[src/rtl/hdmi_mux_pkg.sv]
// Shared types and helpers for the HDMI source selector: FSM state encoding,
// the black pixel constant and a channel slice helper for packed pixel buses.
package hdmi_mux_pkg;

    typedef enum logic [1:0] {
        RUN   = 2'd0,
        PEND  = 2'd1,
        BLANK = 2'd2
    } mux_state_e;

    localparam int N_CH_MAX  = 8;
    localparam int RGB_W_MAX = 48;

    localparam logic [RGB_W_MAX-1:0] RGB_BLACK = '0;

    // Returns pixel k of a packed bus whose lanes are rgb_w bits wide;
    // the result is zero above rgb_w so callers can simply truncate.
    function automatic logic [RGB_W_MAX-1:0] ch_slice(
        input logic [N_CH_MAX*RGB_W_MAX-1:0] data,
        input int unsigned                   k,
        input int unsigned                   rgb_w
    );
        logic [RGB_W_MAX-1:0] mask;
        mask = ~({RGB_W_MAX{1'b1}} << rgb_w);
        return RGB_W_MAX'(data >> (k * rgb_w)) & mask;
    endfunction

endpackage

[src/rtl/hdmi_vs_edge.sv]
// Vsync assertion-edge detector with a registered history bit and a clear input
// used when the monitored channel changes.
module hdmi_vs_edge
    import hdmi_mux_pkg::*;
#(
    parameter int VS_POL = 1
) (
    input  logic pclk,
    input  logic rst,
    input  logic clr,
    input  logic vs_in,
    output logic vs_start
);

    logic asserted;
    logic seen_d;
    logic seen_q;

    assign asserted = (vs_in == (VS_POL != 0));
    assign vs_start = asserted & ~seen_q;

    // Clearing pretends vsync was already asserted, so a new source that is
    // mid-vsync never looks like it just started a frame.
    always_comb begin
        seen_d = clr ? 1'b1 : asserted;
    end

    always_ff @(posedge pclk) begin
        if (rst) begin
            seen_q <= 1'b1;
        end else begin
            seen_q <= seen_d;
        end
    end

endmodule

[src/rtl/hdmi_src_mux.sv]
// N-channel HDMI video source selector with frame-boundary switching and blanking.
// Optional colour-keyed overlay from channel OVL_CH when HDMI_MUX_OVERLAY_EN is defined.
module hdmi_src_mux
    import hdmi_mux_pkg::*;
#(
    parameter int N_CH         = 4,
    parameter int RGB_W        = 24,
    parameter int SEL_W        = 3,
    parameter int BLANK_FRAMES = 1,
    parameter int VS_POL       = 1
`ifdef HDMI_MUX_OVERLAY_EN
    ,
    parameter int OVL_CH       = 0
`endif
) (
    input  logic                   pclk,
    input  logic                   rst,
    input  logic [N_CH-1:0]        i_vs,
    input  logic [N_CH-1:0]        i_hs,
    input  logic [N_CH-1:0]        i_de,
    input  logic [N_CH*RGB_W-1:0]  i_data,
    input  logic [SEL_W-1:0]       sel,
`ifdef HDMI_MUX_OVERLAY_EN
    input  logic                   ovl_en,
    input  logic [RGB_W-1:0]       ovl_key,
`endif
    output logic                   o_vs,
    output logic                   o_hs,
    output logic                   o_de,
    output logic [RGB_W-1:0]       o_data,
    output logic [SEL_W-1:0]       o_active_ch,
    output logic                   o_switching
);

    localparam int                CH_PAD  = 2 ** SEL_W;
    localparam logic [SEL_W:0]    N_CH_L  = (SEL_W + 1)'(N_CH);
    localparam logic [3:0]        BLANK_N = 4'(BLANK_FRAMES);
    localparam logic              VS_IDLE = (VS_POL == 0);

    mux_state_e               state_d, state_q;
    logic [SEL_W-1:0]         active_ch_d, active_ch_q;
    logic [SEL_W-1:0]         pend_ch_d, pend_ch_q;
    logic [3:0]               blank_cnt_d, blank_cnt_q;
    logic                     pend_req_d, pend_req_q;

    logic                     o_vs_d, o_vs_q;
    logic                     o_hs_d, o_hs_q;
    logic                     o_de_d, o_de_q;
    logic [RGB_W-1:0]         o_data_d, o_data_q;
    logic [SEL_W-1:0]         o_active_ch_d, o_active_ch_q;
    logic                     o_switching_d, o_switching_q;

    logic [CH_PAD-1:0]                vs_ext, hs_ext, de_ext;
    logic [N_CH_MAX*RGB_W_MAX-1:0]    data_ext;
    logic                             cur_vs, cur_hs, cur_de;
    logic [RGB_W-1:0]                 cur_pix;
    logic                             sel_ok;
    logic                             vs_start;
    logic                             edge_clr;

    // Inputs are padded to the full select range so any sel value indexes safely.
    always_comb begin
        vs_ext   = '0;
        hs_ext   = '0;
        de_ext   = '0;
        data_ext = '0;
        vs_ext[N_CH-1:0]         = i_vs;
        hs_ext[N_CH-1:0]         = i_hs;
        de_ext[N_CH-1:0]         = i_de;
        data_ext[N_CH*RGB_W-1:0] = i_data;
    end

    assign cur_vs  = vs_ext[active_ch_q];
    assign cur_hs  = hs_ext[active_ch_q];
    assign cur_de  = de_ext[active_ch_q];
    assign cur_pix = RGB_W'(ch_slice(data_ext, 32'(active_ch_q), RGB_W));
    assign sel_ok  = ({1'b0, sel} < N_CH_L);

    hdmi_vs_edge #(
        .VS_POL (VS_POL)
    ) u_vs_edge (
        .pclk     (pclk),
        .rst      (rst),
        .clr      (edge_clr),
        .vs_in    (cur_vs),
        .vs_start (vs_start)
    );

    always_comb begin
        state_d     = state_q;
        active_ch_d = active_ch_q;
        pend_ch_d   = pend_ch_q;
        blank_cnt_d = blank_cnt_q;
        pend_req_d  = pend_req_q;
        edge_clr    = 1'b0;

        unique case (state_q)
            RUN: begin
                if (sel_ok && (sel != active_ch_q)) begin
                    pend_ch_d = sel;
                    state_d   = PEND;
                end
            end
            PEND: begin
                // The boundary wins over a same-cycle sel change: the switch uses
                // the request registered before this edge.
                if (vs_start) begin
                    active_ch_d = pend_ch_q;
                    edge_clr    = 1'b1;
                    blank_cnt_d = '0;
                    pend_req_d  = 1'b0;
                    state_d     = (BLANK_FRAMES == 0) ? RUN : BLANK;
                end else if (sel_ok) begin
                    if (sel == active_ch_q) begin
                        state_d = RUN;
                    end else begin
                        pend_ch_d = sel;
                    end
                end
            end
            BLANK: begin
                if (sel_ok) begin
                    if (sel == active_ch_q) begin
                        pend_req_d = 1'b0;
                    end else begin
                        pend_ch_d  = sel;
                        pend_req_d = 1'b1;
                    end
                end
                if (vs_start) begin
                    if ((blank_cnt_q + 4'd1) == BLANK_N) begin
                        blank_cnt_d = '0;
                        state_d     = pend_req_d ? PEND : RUN;
                        pend_req_d  = 1'b0;
                    end else begin
                        blank_cnt_d = blank_cnt_q + 4'd1;
                    end
                end
            end
            default: begin
                state_d = RUN;
            end
        endcase
    end

    // Output stage registers what the current state selects, so status flags
    // line up with the pixel they describe.
    always_comb begin
        o_vs_d        = cur_vs;
        o_hs_d        = cur_hs;
        o_de_d        = cur_de;
        o_data_d      = (state_q == BLANK) ? RGB_W'(RGB_BLACK) : cur_pix;
        o_active_ch_d = active_ch_q;
        o_switching_d = (state_q != RUN);
`ifdef HDMI_MUX_OVERLAY_EN
        if ((state_q == RUN) && ovl_en && de_ext[OVL_CH]
            && (RGB_W'(ch_slice(data_ext, OVL_CH, RGB_W)) != ovl_key)
            && (active_ch_q != SEL_W'(OVL_CH))) begin
            o_data_d = RGB_W'(ch_slice(data_ext, OVL_CH, RGB_W));
        end
`endif
    end

    always_ff @(posedge pclk) begin
        if (rst) begin
            state_q       <= RUN;
            active_ch_q   <= '0;
            pend_ch_q     <= '0;
            blank_cnt_q   <= '0;
            pend_req_q    <= 1'b0;
            o_vs_q        <= VS_IDLE;
            o_hs_q        <= 1'b0;
            o_de_q        <= 1'b0;
            o_data_q      <= '0;
            o_active_ch_q <= '0;
            o_switching_q <= 1'b0;
        end else begin
            state_q       <= state_d;
            active_ch_q   <= active_ch_d;
            pend_ch_q     <= pend_ch_d;
            blank_cnt_q   <= blank_cnt_d;
            pend_req_q    <= pend_req_d;
            o_vs_q        <= o_vs_d;
            o_hs_q        <= o_hs_d;
            o_de_q        <= o_de_d;
            o_data_q      <= o_data_d;
            o_active_ch_q <= o_active_ch_d;
            o_switching_q <= o_switching_d;
        end
    end

    assign o_vs        = o_vs_q;
    assign o_hs        = o_hs_q;
    assign o_de        = o_de_q;
    assign o_data      = o_data_q;
    assign o_active_ch = o_active_ch_q;
    assign o_switching = o_switching_q;

endmodule
[config.mk]
export PLATFORM = sky130hd
export DESIGN_NAME = hdmi_src_mux
export DESIGN_NICKNAME = d
export VERILOG_FILES = /design/src/rtl/hdmi_mux_pkg.sv /design/src/rtl/hdmi_vs_edge.sv /design/src/rtl/hdmi_src_mux.sv
export SDC_FILE = /design/constraint.sdc
export NUM_CORES = 1
export LEC_CHECK = 0
export BUFFER_PORTS_ARGS = -buffer_cell sky130_fd_sc_hd__buf_2
export CAP_MARGIN = 10
export CORE_AREA = 5 5 60 101
export DETAILED_ROUTE_END_ITERATION = 8
export DIE_AREA = 0 0 65 106
export GPL_TIMING_DRIVEN = 0
export PLACE_DENSITY = 0.83
export REMOVE_ABC_BUFFERS = 1
export SLEW_MARGIN = 30
export SYNTH_ARGS = -nofsm -noshare
export SYNTH_HDL_FRONTEND = slang
export SYNTH_SLANG_ARGS = --single-unit
[constraint.sdc]
create_clock -name pclk -period 3.1 [get_ports pclk]
set_clock_uncertainty 0.1 [all_clocks]
set_input_delay 0.31 -clock pclk [delete_from_list [all_inputs] [get_ports pclk]]
set_output_delay 0.31 -clock pclk [all_outputs]
set_load 0.005 [all_outputs]
==> results.md <==
- Buffers on Ports: 143
- Main synth FF type: sky130_fd_sc_hd__dfxtp_1
- Relative slew slack: 47.7%
- Transition at the pin with the smallest max-transition slack: 0.784 ns
- Clock buffer depth: 2
- Antenna-violating nets left: 0
- Antenna violations before repair: 0
- IO Count: 144
- Clock tree from TritonCTS: yes
- Part of the Yosys area used for sequential elements: 39.7%
- DPL Wire Length: 5070 um
- Clock H-tree levels: 2
- Routed Wire Length: 6280 um
- Cell count after synthesis: 195
- Clock sink total: 45
- Maximum ir drop on the vdd rail: 0.000354 V
- Crit Path Max Fanout: 31
- Iteration-0 DRC count of the detailed router: 101
- Post CTS Setup Buffer Count: 0
- Share of layout cells above drive strength 1: 54.8%
- Final Instance Count excl. Fillers: 387
- Post-synthesis sequential element count: 45
- Largest net degree at the start of global routing: 33
- Setup-failing EPs final: 0
- Clock input transition at the sequential cells of the worst setup and hold paths: 0.08 ns
- Average wire length per cell after detail routing: 16.2 um
- Total die area: 6890 um^2
- Chip Height: 106 um
- Post-synth cell types: 38
- Vias per cell: 5.45
- Critical Path End Type: flip-flop
- Share of synthesized flip-flops with an asynchronous set or reset: 0%
- Instance count after placement with tap cells included: 380
- 1st-pass router iterations: 4
- Total Nets Final: 451
- Width of the chip: 65 um
- Final worst slack: 0.623 ns
- Number of design rule violations left after detail routing: 0
- Max-cap violations: 0
- Crit start category: flip-flop
- Cell Rows: 35
- Leftover overflow at the end of global routing: 0
- Data required time at the worst endpoint: 3.16 ns
- Worst path arrival time: 2.54 ns
- CTS hold repair buffers: 0
- Number of gates resized after CTS: 0
- Max Transition Viols Final: 0
- Routability congestion estimate: 0.833
- Yosys Warn Count: 0
- Share of the clock period used by the worst path after layout: 79.9%
- Number of enable flip-flop cells after synthesis: 0
- Cell area after technology mapping: 2270 um^2
- Starting Density: 43.6%
- Vias in the first global route: 2058
- Final core utilization: 59.7%
- Fin crit period: 2.48 ns
- Clk Latency, worst-skew pair: 0.28 ns
- Clock root cell: sky130_fd_sc_hd__clkbuf_8
- Detailed-route via count: 2111
- Hold violation total from the final report: 0
- Core box area: 5210 um^2
- Hold Crit Class: input port to flip-flop
- Post-route worst hold slack: 0.189 ns
- Worst slack after detailed placement: 0.617 ns
- Final antenna diode count: 0
- Outcome: finished clean
- Power density normalized to cell area: 432 nW/um^2
- Setup repair after global routing missed its margin: no
- Highest achievable clock rate: 404 MHz
- Global-route usage over all layers: 17.6%
- Leak: 0.00139 uW
- First-pass GRT wire length: 9380 um
- Layout Area Growth over Synthesis: 37.0%
- Number of CTS-inserted buffers: 5
- Average cell area after synthesis: 11.6 um^2
- Setup Crit Path Kind: flip-flop to flip-flop
-- area by class of cell --
cell class / instances / area [um^2]
Multi-Input combinational cell: 131 / 1290
Fill cell: 436 / 2100
Timing Repair Buffer: 143 / 716
Sequential cell: 45 / 906
Clock inverter: 2 / 35.0
Inverter: 6 / 22.5
Tap cell: 55 / 68.8
Clock buffer: 5 / 68.8
-- path summary, 6_finish.rpt --
path / startpoint / endpoint / slack [ns] / cells after the start
max: active_ch_q[1] / pend_ch_q[1] / 0.62 / 6
min: sel[0] / pend_ch_q[0] / 0.19 / 3
max reg2reg: active_ch_q[1] / pend_ch_q[1] / 0.62 / 6
min reg2reg: pend_ch_q[1] / active_ch_q[1] / 0.38 / 2
-- synth_stat cells, types with 3 or more instances --
cell                       count  area [um^2]
sky130_fd_sc_hd__o21ai_0       5         25.0
sky130_fd_sc_hd__mux4_2       26          586
sky130_fd_sc_hd__clkbuf_1      8         30.0
sky130_fd_sc_hd__buf_2         3         15.0
sky130_fd_sc_hd__dfxtp_1      45          901
sky130_fd_sc_hd__inv_1         6         22.5
sky130_fd_sc_hd__nor2_1       11         41.3
sky130_fd_sc_hd__ha_1          6         75.1
sky130_fd_sc_hd__nand3_1       3         15.0
sky130_fd_sc_hd__a21oi_1       3         15.0
sky130_fd_sc_hd__nand2_1       9         33.8
sky130_fd_sc_hd__a31oi_1       4         25.0
sky130_fd_sc_hd__nor2b_1      27          169
sky130_fd_sc_hd__mux2i_1       6         60.1
-- flip-flops by register name (all words and copies together), names as in the netlist --
name	count
o_switching	1
o_hs	1
o_de	1
pend_req_q	1
o_data	24
state_q	2
o_active_ch	3
o_vs	1
blank_cnt_q	4
u_vs_edge.seen_q	1
pend_ch_q	3
active_ch_q	3
-- power breakdown --
group / leakage [uW] / internal, uW / total [uW] / switching [uW]
logic: 0.000967 / 158 / 287 / 129
clock network: 0.0000540 / 234 / 416 / 182
registers: 0.000373 / 620 / 642 / 21.2
total: 0.00139 / 1010 / 1340 / 332
-- critical path: stages (launching register included) --
cell and delay (ns):
sky130_fd_sc_hd__dfxtp_2 0.81, sky130_fd_sc_hd__mux2i_1 0.41, sky130_fd_sc_hd__o22ai_2 0.24, sky130_fd_sc_hd__nand2_1 0.21
sky130_fd_sc_hd__o311a_1 0.29, sky130_fd_sc_hd__mux2i_1 0.21, sky130_fd_sc_hd__nor2_1 0.06
-- through the flow --
stage / instance area [um^2] / power, uW / setup TNS [ns]
floorplan: 2220 / 811 / 0
global placement: 3000 / 929 / -2.22
detailed placement: 3010 / 941 / 0
CTS: 3110 / 1360 / 0
global route: 3110 / 1420 / 0
finish: 3110 / 1340 / 0
-- logic make-up (layout without fill, tap and decap cells) --
| logic type | Yosys count | in the layout | share of synthesized area (%) |
|---|---|---|---|
| AOI/OAI and AO/OA | 28 | 28 | 9.09 |
| xor gates and xnor gates | 2 | 2 | 0.771 |
| adders and majority gates | 6 | 6 | 3.31 |
| buffers and inverters | 19 | 156 | 3.31 |
| DFF | 45 | 45 | 39.7 |
| muxes | 33 | 33 | 28.9 |
| and+or+nand+nor | 62 | 62 | 14.9 |
-- cells in the final DEF, fill, tap and decap left out, drive strengths merged, types with 2 or more instances in the layout --
cell type	synthesis	layout
ha	6	6
a22oi	2	2
nand4	2	2
nor2b	27	27
mux4	26	26
nand3	3	3
clkbuf	8	5
xor2	2	2
nand2	9	9
mux2i	6	6
nor2	11	11
a32oi	2	2
o41ai	2	2
inv	6	6
a21oi	3	3
o21ai	6	6
a211o	2	2
a211oi	2	2
buf	5	143
a31oi	4	4
or3	2	2
nor3b	2	2
dfxtp	45	45
-- routing by layer --
metal	wire, um	track usage [%]	vias up
met4	146	6.81	0
met1	2120	17.8	998
li1	-	-	999
met3	588	5.29	14
met2	3420	32.7	100
met5	0	0	-
Power figures use the tool's default switching activity.
